`src/rtl/corr_pkg.sv`:
```
// rtl/corr_pkg.sv - shared types, widths and pair-field helpers for the correlation pair sequencer
package corr_pkg;

  localparam int STIM_W     = 4;
  localparam int PAIR_W     = 8;
  localparam int REC_PAIR_W = PAIR_W;

  typedef enum logic [1:0] {
    ST_IDLE,
    ST_INIT,
    ST_EVAL,
    ST_REPORT
  } state_t;

  function automatic logic [STIM_W-1:0] pair_i(input logic [PAIR_W-1:0] p);
    return p[PAIR_W-1:STIM_W];
  endfunction

  function automatic logic [STIM_W-1:0] pair_j(input logic [PAIR_W-1:0] p);
    return p[STIM_W-1:0];
  endfunction

endpackage

```
`src/rtl/corr_toggle_counter.sv`:
```
// rtl/corr_toggle_counter.sv - registers the gadget output and counts its transitions, saturating
module corr_toggle_counter
  import corr_pkg::*;
#(
  parameter int CNT_W = 4
) (
  input  logic             clk,
  input  logic             rst,
  input  logic             y_in,
  input  logic             load,
  input  logic             enable,
  input  logic             clear,
  output logic [CNT_W-1:0] count
);

  localparam logic [CNT_W-1:0] CNT_MAX = '1;

  logic y_q;
  logic y_prev;

  always_ff @(posedge clk) begin
    if (rst) begin
      y_q    <= 1'b0;
      y_prev <= 1'b0;
      count  <= '0;
    end else begin
      y_q <= y_in;
      // load captures the settled baseline; enable then tracks sample-to-sample
      if (load || enable) begin
        y_prev <= y_q;
      end
      if (clear) begin
        count <= '0;
      end else if (enable && (y_q != y_prev) && (count != CNT_MAX)) begin
        count <= count + 1'b1;
      end
    end
  end

endmodule

```
`src/rtl/corr_pair_sequencer.sv`:
```
// rtl/corr_pair_sequencer.sv - sweeps all (i, j) stimulus pairs and reports output toggle counts
module corr_pair_sequencer
  import corr_pkg::*;
#(
  parameter int SETTLE = 8,
  parameter int CNT_W  = 4
) (
  input  logic                  clk,
  input  logic                  rst,
  input  logic                  start,
  output logic                  busy,
  output logic                  done,
  output logic [STIM_W-1:0]     stim,
  input  logic                  y_in,
  output logic                  rec_valid,
  input  logic                  rec_ready,
  output logic [REC_PAIR_W-1:0] rec_pair,
  output logic [CNT_W-1:0]      rec_toggles
);

  localparam int              PH_W    = $clog2(SETTLE);
  localparam logic [PH_W-1:0] PH_LAST = PH_W'(SETTLE - 1);

  state_t            state;
  state_t            state_nx;
  logic [PH_W-1:0]   phase;
  logic [PAIR_W-1:0] pair;
  logic [PAIR_W-1:0] pair_nx;
  logic              phase_last;
  logic              cnt_load;
  logic              cnt_en;
  logic              cnt_clear;
  logic              accept;

  assign phase_last = (phase == PH_LAST);
  assign pair_nx    = pair + 1'b1;

  // The counter register doubles as the record's toggle field; it is frozen during REPORT.
  corr_toggle_counter #(
    .CNT_W(CNT_W)
  ) u_toggle_counter (
    .clk   (clk),
    .rst   (rst),
    .y_in  (y_in),
    .load  (cnt_load),
    .enable(cnt_en),
    .clear (cnt_clear),
    .count (rec_toggles)
  );

  always_ff @(posedge clk) begin
    if (rst) begin
      state <= ST_IDLE;
    end else begin
      state <= state_nx;
    end
  end

  always_comb begin
    state_nx  = state;
    cnt_load  = 1'b0;
    cnt_en    = 1'b0;
    cnt_clear = 1'b0;
    accept    = 1'b0;
    case (state)
      ST_IDLE: begin
        if (start) begin
          state_nx = ST_INIT;
        end
      end
      ST_INIT: begin
        if (phase_last) begin
          cnt_load = 1'b1;
          state_nx = ST_EVAL;
        end
      end
      ST_EVAL: begin
        cnt_en = 1'b1;
        if (phase_last) begin
          state_nx = ST_REPORT;
        end
      end
      ST_REPORT: begin
        if (rec_ready) begin
          accept    = 1'b1;
          cnt_clear = 1'b1;
          state_nx  = (pair == '1) ? ST_IDLE : ST_INIT;
        end
      end
      default: state_nx = ST_IDLE;
    endcase
  end

  always_ff @(posedge clk) begin
    if (rst) begin
      phase     <= '0;
      pair      <= '0;
      stim      <= '0;
      busy      <= 1'b0;
      done      <= 1'b0;
      rec_valid <= 1'b0;
      rec_pair  <= '0;
    end else begin
      done <= 1'b0;
      case (state)
        ST_IDLE: begin
          if (start) begin
            pair  <= '0;
            phase <= '0;
            stim  <= '0;
            busy  <= 1'b1;
          end
        end
        ST_INIT: begin
          phase <= phase_last ? '0 : phase + 1'b1;
          if (phase_last) begin
            stim <= pair_j(pair);
          end
        end
        ST_EVAL: begin
          phase <= phase_last ? '0 : phase + 1'b1;
          if (phase_last) begin
            rec_valid <= 1'b1;
            rec_pair  <= pair;
          end
        end
        ST_REPORT: begin
          if (accept) begin
            rec_valid <= 1'b0;
            pair      <= pair_nx;
            // 0xFF wrapping to 0x00 ends the sweep
            if (pair == '1) begin
              busy <= 1'b0;
              done <= 1'b1;
              stim <= '0;
            end else begin
              stim <= pair_i(pair_nx);
            end
          end
        end
        default: ;
      endcase
    end
  end

endmodule

```
`config.mk`:
```
export PLATFORM = sky130hd
export DESIGN_NAME = corr_pair_sequencer
export DESIGN_NICKNAME = d
export VERILOG_FILES = /design/src/rtl/corr_pkg.sv /design/src/rtl/corr_toggle_counter.sv /design/src/rtl/corr_pair_sequencer.sv
export SDC_FILE = /design/constraint.sdc
export NUM_CORES = 1
export LEC_CHECK = 0
export ABC_AREA = 1
export CAP_MARGIN = 20
export CORE_MARGIN = 1.5
export CORE_UTILIZATION = 42
export CTS_CLUSTER_SIZE = 12
export DETAILED_ROUTE_END_ITERATION = 16
export GPL_TIMING_DRIVEN = 0
export PLACE_DENSITY_LB_ADDON = 0.1
export SLEW_MARGIN = 40
export SYNTH_ARGS = -nofsm -noshare
export SYNTH_HDL_FRONTEND = slang
export SYNTH_HIERARCHICAL = 1
export SYNTH_SLANG_ARGS = --single-unit
```
`constraint.sdc`:
```
create_clock -name clk -period 1.6 [get_ports clk]
set_input_delay 0.48 -clock clk [delete_from_list [all_inputs] [get_ports clk]]
set_output_delay 0.48 -clock clk [all_outputs]
set_load 0.02 [all_outputs]
```
Word-level counts from Yosys, hierarchy flattened
Index checks and enable logic that the tools add are counted.
{"block": "totals", "ff_bits": 34, "latchBits": 0, "mem_bits_rw": 0, "mem_bits_ro": 0, "inputBits": 5, "output_inout_bits": 19, "mem_count": 0}
{"block": "classes", "n_addsub": 3, "mul": 0, "div": 0, "n_lt_le_gt_ge": 0, "eq_ne": 13, "shift": 0, "n_mux": 30, "bitwise_logic": 2, "reduce_logical": 18}
{"operator": "$mux 4", "n": 4}
{"operator": "$mux 8", "n": 2}
{"operator": "$pmux 8 s2", "n": 1}
{"operator": "$mux 1", "n": 12}
{"operator": "$ne 2x2->1 const B", "n": 6}
{"operator": "$pmux 4 s3", "n": 1}
{"operator": "$reduce_and 4->1", "n": 3}
{"operator": "$add 8x1->8 const B", "n": 1}
{"operator": "$eq 8x8->1 const B", "n": 1}
{"operator": "$mux 2", "n": 4}
{"operator": "$pmux 2 s4", "n": 1}
{"operator": "$mux 3", "n": 2}
{"operator": "$pmux 3 s2", "n": 1}
{"operator": "$reduce_and 3->1", "n": 2}
{"operator": "$reduce_bool 2->1", "n": 3}
{"operator": "$add 4x1->4 const B", "n": 1}
{"operator": "$eq 2x2->1 const B", "n": 2}
{"operator": "$ne 4x4->1 const B", "n": 1}
{"operator": "$pmux 1 s2", "n": 2}
{"operator": "$reduce_and 2->1", "n": 2}
{"operator": "$reduce_or 2->1", "n": 2}
{"operator": "$add 3x1->3 const B", "n": 1}
{"operator": "$eq 3x3->1 const B", "n": 1}
{"operator": "$reduce_bool 3->1", "n": 1}
{"operator": "7 further kinds", "n": 9}

Longest topological paths before layout
{"block": "logic_depth", "depth_word": 4, "depth_mapped": 9, "ltp_nobuf": 9}

Hierarchy
Netlist, hierarchy kept.
{"mod": "corr_pair_sequencer", "instances": 1, "cells_per_inst": 187, "area_each_um2": 1396.3, "seq_area_each_um2": 560.5}
{"mod": "corr_toggle_counter", "instances": 1, "cells_per_inst": 47, "area_each_um2": 320.3, "seq_area_each_um2": 120.1}

Least setup slack after synthesis
Ideal clock, no wire load.
{"block": "synth_path", "path_type": "register -> register", "from": "register state[0]", "to": "register state[1]", "t_arrival_ps": 1351, "required_ps": 1534, "path_slack_ps": 183, "stages_incl_launch_ff": 10, "path_buffers": 0, "path_cell_list": "dfxtp_1 inv_1 ha_1 inv_1 or2_2 nand2_2 inv_2 nand2_4 o21ai_1 a21oi_2"}
{"block": "synth_between", "elab_chain_len": 3, "elab_cells_between_ends": 10, "cone_classes": "eq/ne (7); mux (1); reduce/logical (2)"}
{"item": "start, declared", "line_no": "corr_pair_sequencer.sv:24", "source": "state_t state;"}
{"item": "start signal, assigned", "line_no": "corr_pair_sequencer.sv:55", "source": "state <= state_nx;"}
{"item": "$eq 2x1->1 (tied with other cells)", "line_no": "corr_pair_sequencer.sv:65", "source": "case (state)"}
{"item": "$ne 2x2->1 (no source line)"}
{"item": "$reduce_and 4->1 (no source line)"}
Several ways; a longest one is shown, not always the timed one.
A chain may end at the register's enable or synchronous reset.

Worst setup path after layout
{"block": "layout_path", "from": "register u_toggle_counter.count[0]", "to": "output port rec_toggles[0]"}
{"item": "start, declared", "line_no": "corr_toggle_counter.sv:13", "source": "output logic [CNT_W-1:0] count"}
{"item": "start signal, assigned", "line_no": "corr_toggle_counter.sv:35", "source": "count <= count + 1'b1;"}
{"item": "end, declared", "line_no": "corr_pair_sequencer.sv:18", "source": "output logic [CNT_W-1:0] rec_toggles"}
No word-level cell between the ends.

==> metrics.md <==
| Metric | Value |
|---|---|
| Status | complete, no violations |
| CTS Buffer Depth | 2 |
| Pwr dens | 1130 mW/mm2 |
| Max cap viols | 0 |
| CTS H-Tree Depth | 2 |
| Vias in the first global route | 1327 |
| Worst skew pair latency | 0.29 ns |
| Share of synthesized registers carrying an async set or reset | 0 |
| Post-synth EDFFs | 0 |
| Slew margin rel. | 0.780 |
| Total gr overflow | 0 |
| Core Rows | 23 |
| Synth Flop Type | dfxtp_1 |
| CP peak stage delay | 0.40 ns |
| Final setup vio count | 0 |
| Setup total negative slack | 0 ns |
| Die Height | 66.9 um |
| # DRC | 0 |
| Layout cells sized above 1 | 0.191 |
| Remaining antenna violation count | 0 |
| Lkg Pwr | 0.951 nW |
| Worst hold margin | 0.467 ns |
| Post-Place Worst Slack | -0.417 ns |
| Initial antenna violation count | 0 |
| Area of the multi-input gates | 931 um2 |
| Design Power | 2.42 mW |
| Commonest non-fill, non-tap cells in the layout | 51 x nand2_1, 32 x dfxtp_1, 23 x inv_1, 23 x a21oi_1, 22 x nor2_1 |
| FMAX | 0.659 GHz |
| Fin Clk Skew | 0.00415 ns |
| Layout Utilization | 0.536 |
| Most common cell after layout, fill and taps aside | nand2_1 |
| Worst Setup End Kind | primary output |
| Final cell count without fillers | 317 |
| # port buffers | 23 |
| Initial Utilization | 0.432 |
| Gr usage total | 0.185 |
| CTS root buf | clkbuf_8 |
| First-pass GRT wire length | 6050 um |
| WP data arrival | 1.04 ns |
| Area delta synth->final | 24.1% |
| Avg WL per Cell | 11.5 um |
| Post-route cell area | 0.00213 mm2 |
| Delay-heaviest family, CP | flip-flops |
| Distinct cells, synth | 27 |
| Crit path max-delay cell type | dfxtp_1 |
| IO Pins | 24 |
| Sequential share of the synthesized area | 0.397 |
| Ys Warns | 6 |
| Vias per cell | 4.83 |
| CTS tree | built |
| Via count | 1531 |
| Clock transition at path regs | 0.07 ns |
| #FFs+latches synth | 34 |
| Largest net degree at the start of global routing | 11 |
| CP Launch Type | register |
| Dpl cell area | 0.00201 mm2 |
| Worst Slack Setup Final | 0.0835 ns |
| DIE AREA | 0.00448 mm2 |
| Drt initial violations | 79 |
| Final Critical Period | 1.52 ns |
| GP Congestion | 0.854 |
| WS Path Type | reg -> out |
| Pre-antenna DRT Iters | 4 |
| Syn Nets | 248 |
| Filler cell count | 404 |
| Synthesized area | 0.00172 mm2 |
| Avg Inst Size Synth | 7.34 um2 |
| Routed WL | 3660 um |
| Final Hold Fails | 0 |
| Num CTS Buffers | 5 |
| Slew @ Worst Pin | 0.329 ns |
| Max FO, Critical Path | 5 |
| Final slew viol count | 0 |
| Nets | 280 |
| HP Class | reg -> reg |
| Crit path required time | 1.12 ns |
| Die X | 66.9 um |
| Placed cells | 307 |
| FF/Latch Area | 686 um2 |
| CP cell instances | dlygate4sd2_1 |
| Ant. Diodes | 0 |
| Crit path buf inv count | 1 |
| Worst VDD drop | 0.000524 V |
| HPWL Detailed | 2770 um |
| Cells after synthesis | 234 |
| CTS Sinks | 34 |
| Core Footprint | 0.00397 mm2 |
| Final period util | 0.948 |
==> layer usage <==
layer	GRT usage	routed length (um)
met1	0.242	1830
met2	0.283	1610
met3	0.0405	167
met4	0.0995	52
met5	0	0
==> report_power, final <==
part | internal [mW] | total [mW] | switching (mW)
Combinational | 0.275 | 0.744 | 0.469
Clock | 0.347 | 0.664 | 0.316
Sequential | 0.933 | 1.01 | 0.0761
Total | 1.55 | 2.42 | 0.862
==> logic make-up (layout without fill, tap and decap cells) <==
logic type	after synthesis	after routing	share of synthesized area
simple gates	106	106	0.286
compound gates	52	52	0.174
buf+inv	33	66	0.0773
flops	34	34	0.396
fa+ha+maj	9	9	0.0656
==> what timing repair did <==
item / CTS / global route
gates resized for setup: 20 / 14
buffers inserted: 0 / 2
hold endpoints to repair: 0 / 0
pin swaps: 0 / 2
hold buffers: 0 / 0
setup endpoints to repair: 29 / 23
==> worst paths after layout <==
kind	from	endpoint	slack, ns	cells after the start
max	u_toggle_counter/count[0]$_SDFFE_PP0P_	rec_toggles[0]	0.08	1
min	stim[0]$_SDFFE_PP0P_	stim[0]$_SDFFE_PP0P_	0.47	2
min reg2reg	stim[0]$_SDFFE_PP0P_	stim[0]$_SDFFE_PP0P_	0.47	2
max reg2reg	state[0]$_SDFFE_PP0P_	busy$_SDFFE_PP0P_	0.10	7
==> cell type report <==
type | instances | area share
Sequential cell | 34 | 0.322
Timing Repair Buffer | 25 | 0.105
Clock inverter | 1 | 0.00235
Inverter | 30 | 0.0552
Buffer | 3 | 0.00823
Clock buffer | 7 | 0.0405
Multi-Input combinational cell | 167 | 0.437
Tap cell | 50 | 0.0294
==> cell usage after synthesis (2+ instances only) <==
library cell   n  area (um2)
o21ai_1        2        10.0
inv_1         25        93.8
ha_1           9         113
dfxtp_1       34         681
o21ai_2        3        26.3
o21ai_0       16        80.1
a21oi_2        4        35.0
nor3_1         4        20.0
nor2_1        22        82.6
inv_2          4        15.0
nor2_4         3        33.8
nand2_2        7        43.8
nand2_1       52         195
a21oi_1       23         115
nand3_1        8        40.0
nand3b_1       2        15.0
buf_1          2        7.51
a211oi_1       2        15.0
nor2_2         4        25.0
==> state kept, by name, indices dropped and copies added (netlist names) <==
name / flops
busy: 1
done: 1
pair: 8
phase: 3
rec_pair: 8
rec_valid: 1
state: 2
stim: 4
u_toggle_counter/count: 4
u_toggle_counter/y_prev: 1
u_toggle_counter/y_q: 1
No activity file was read; power rests on OpenSTA's default activity.
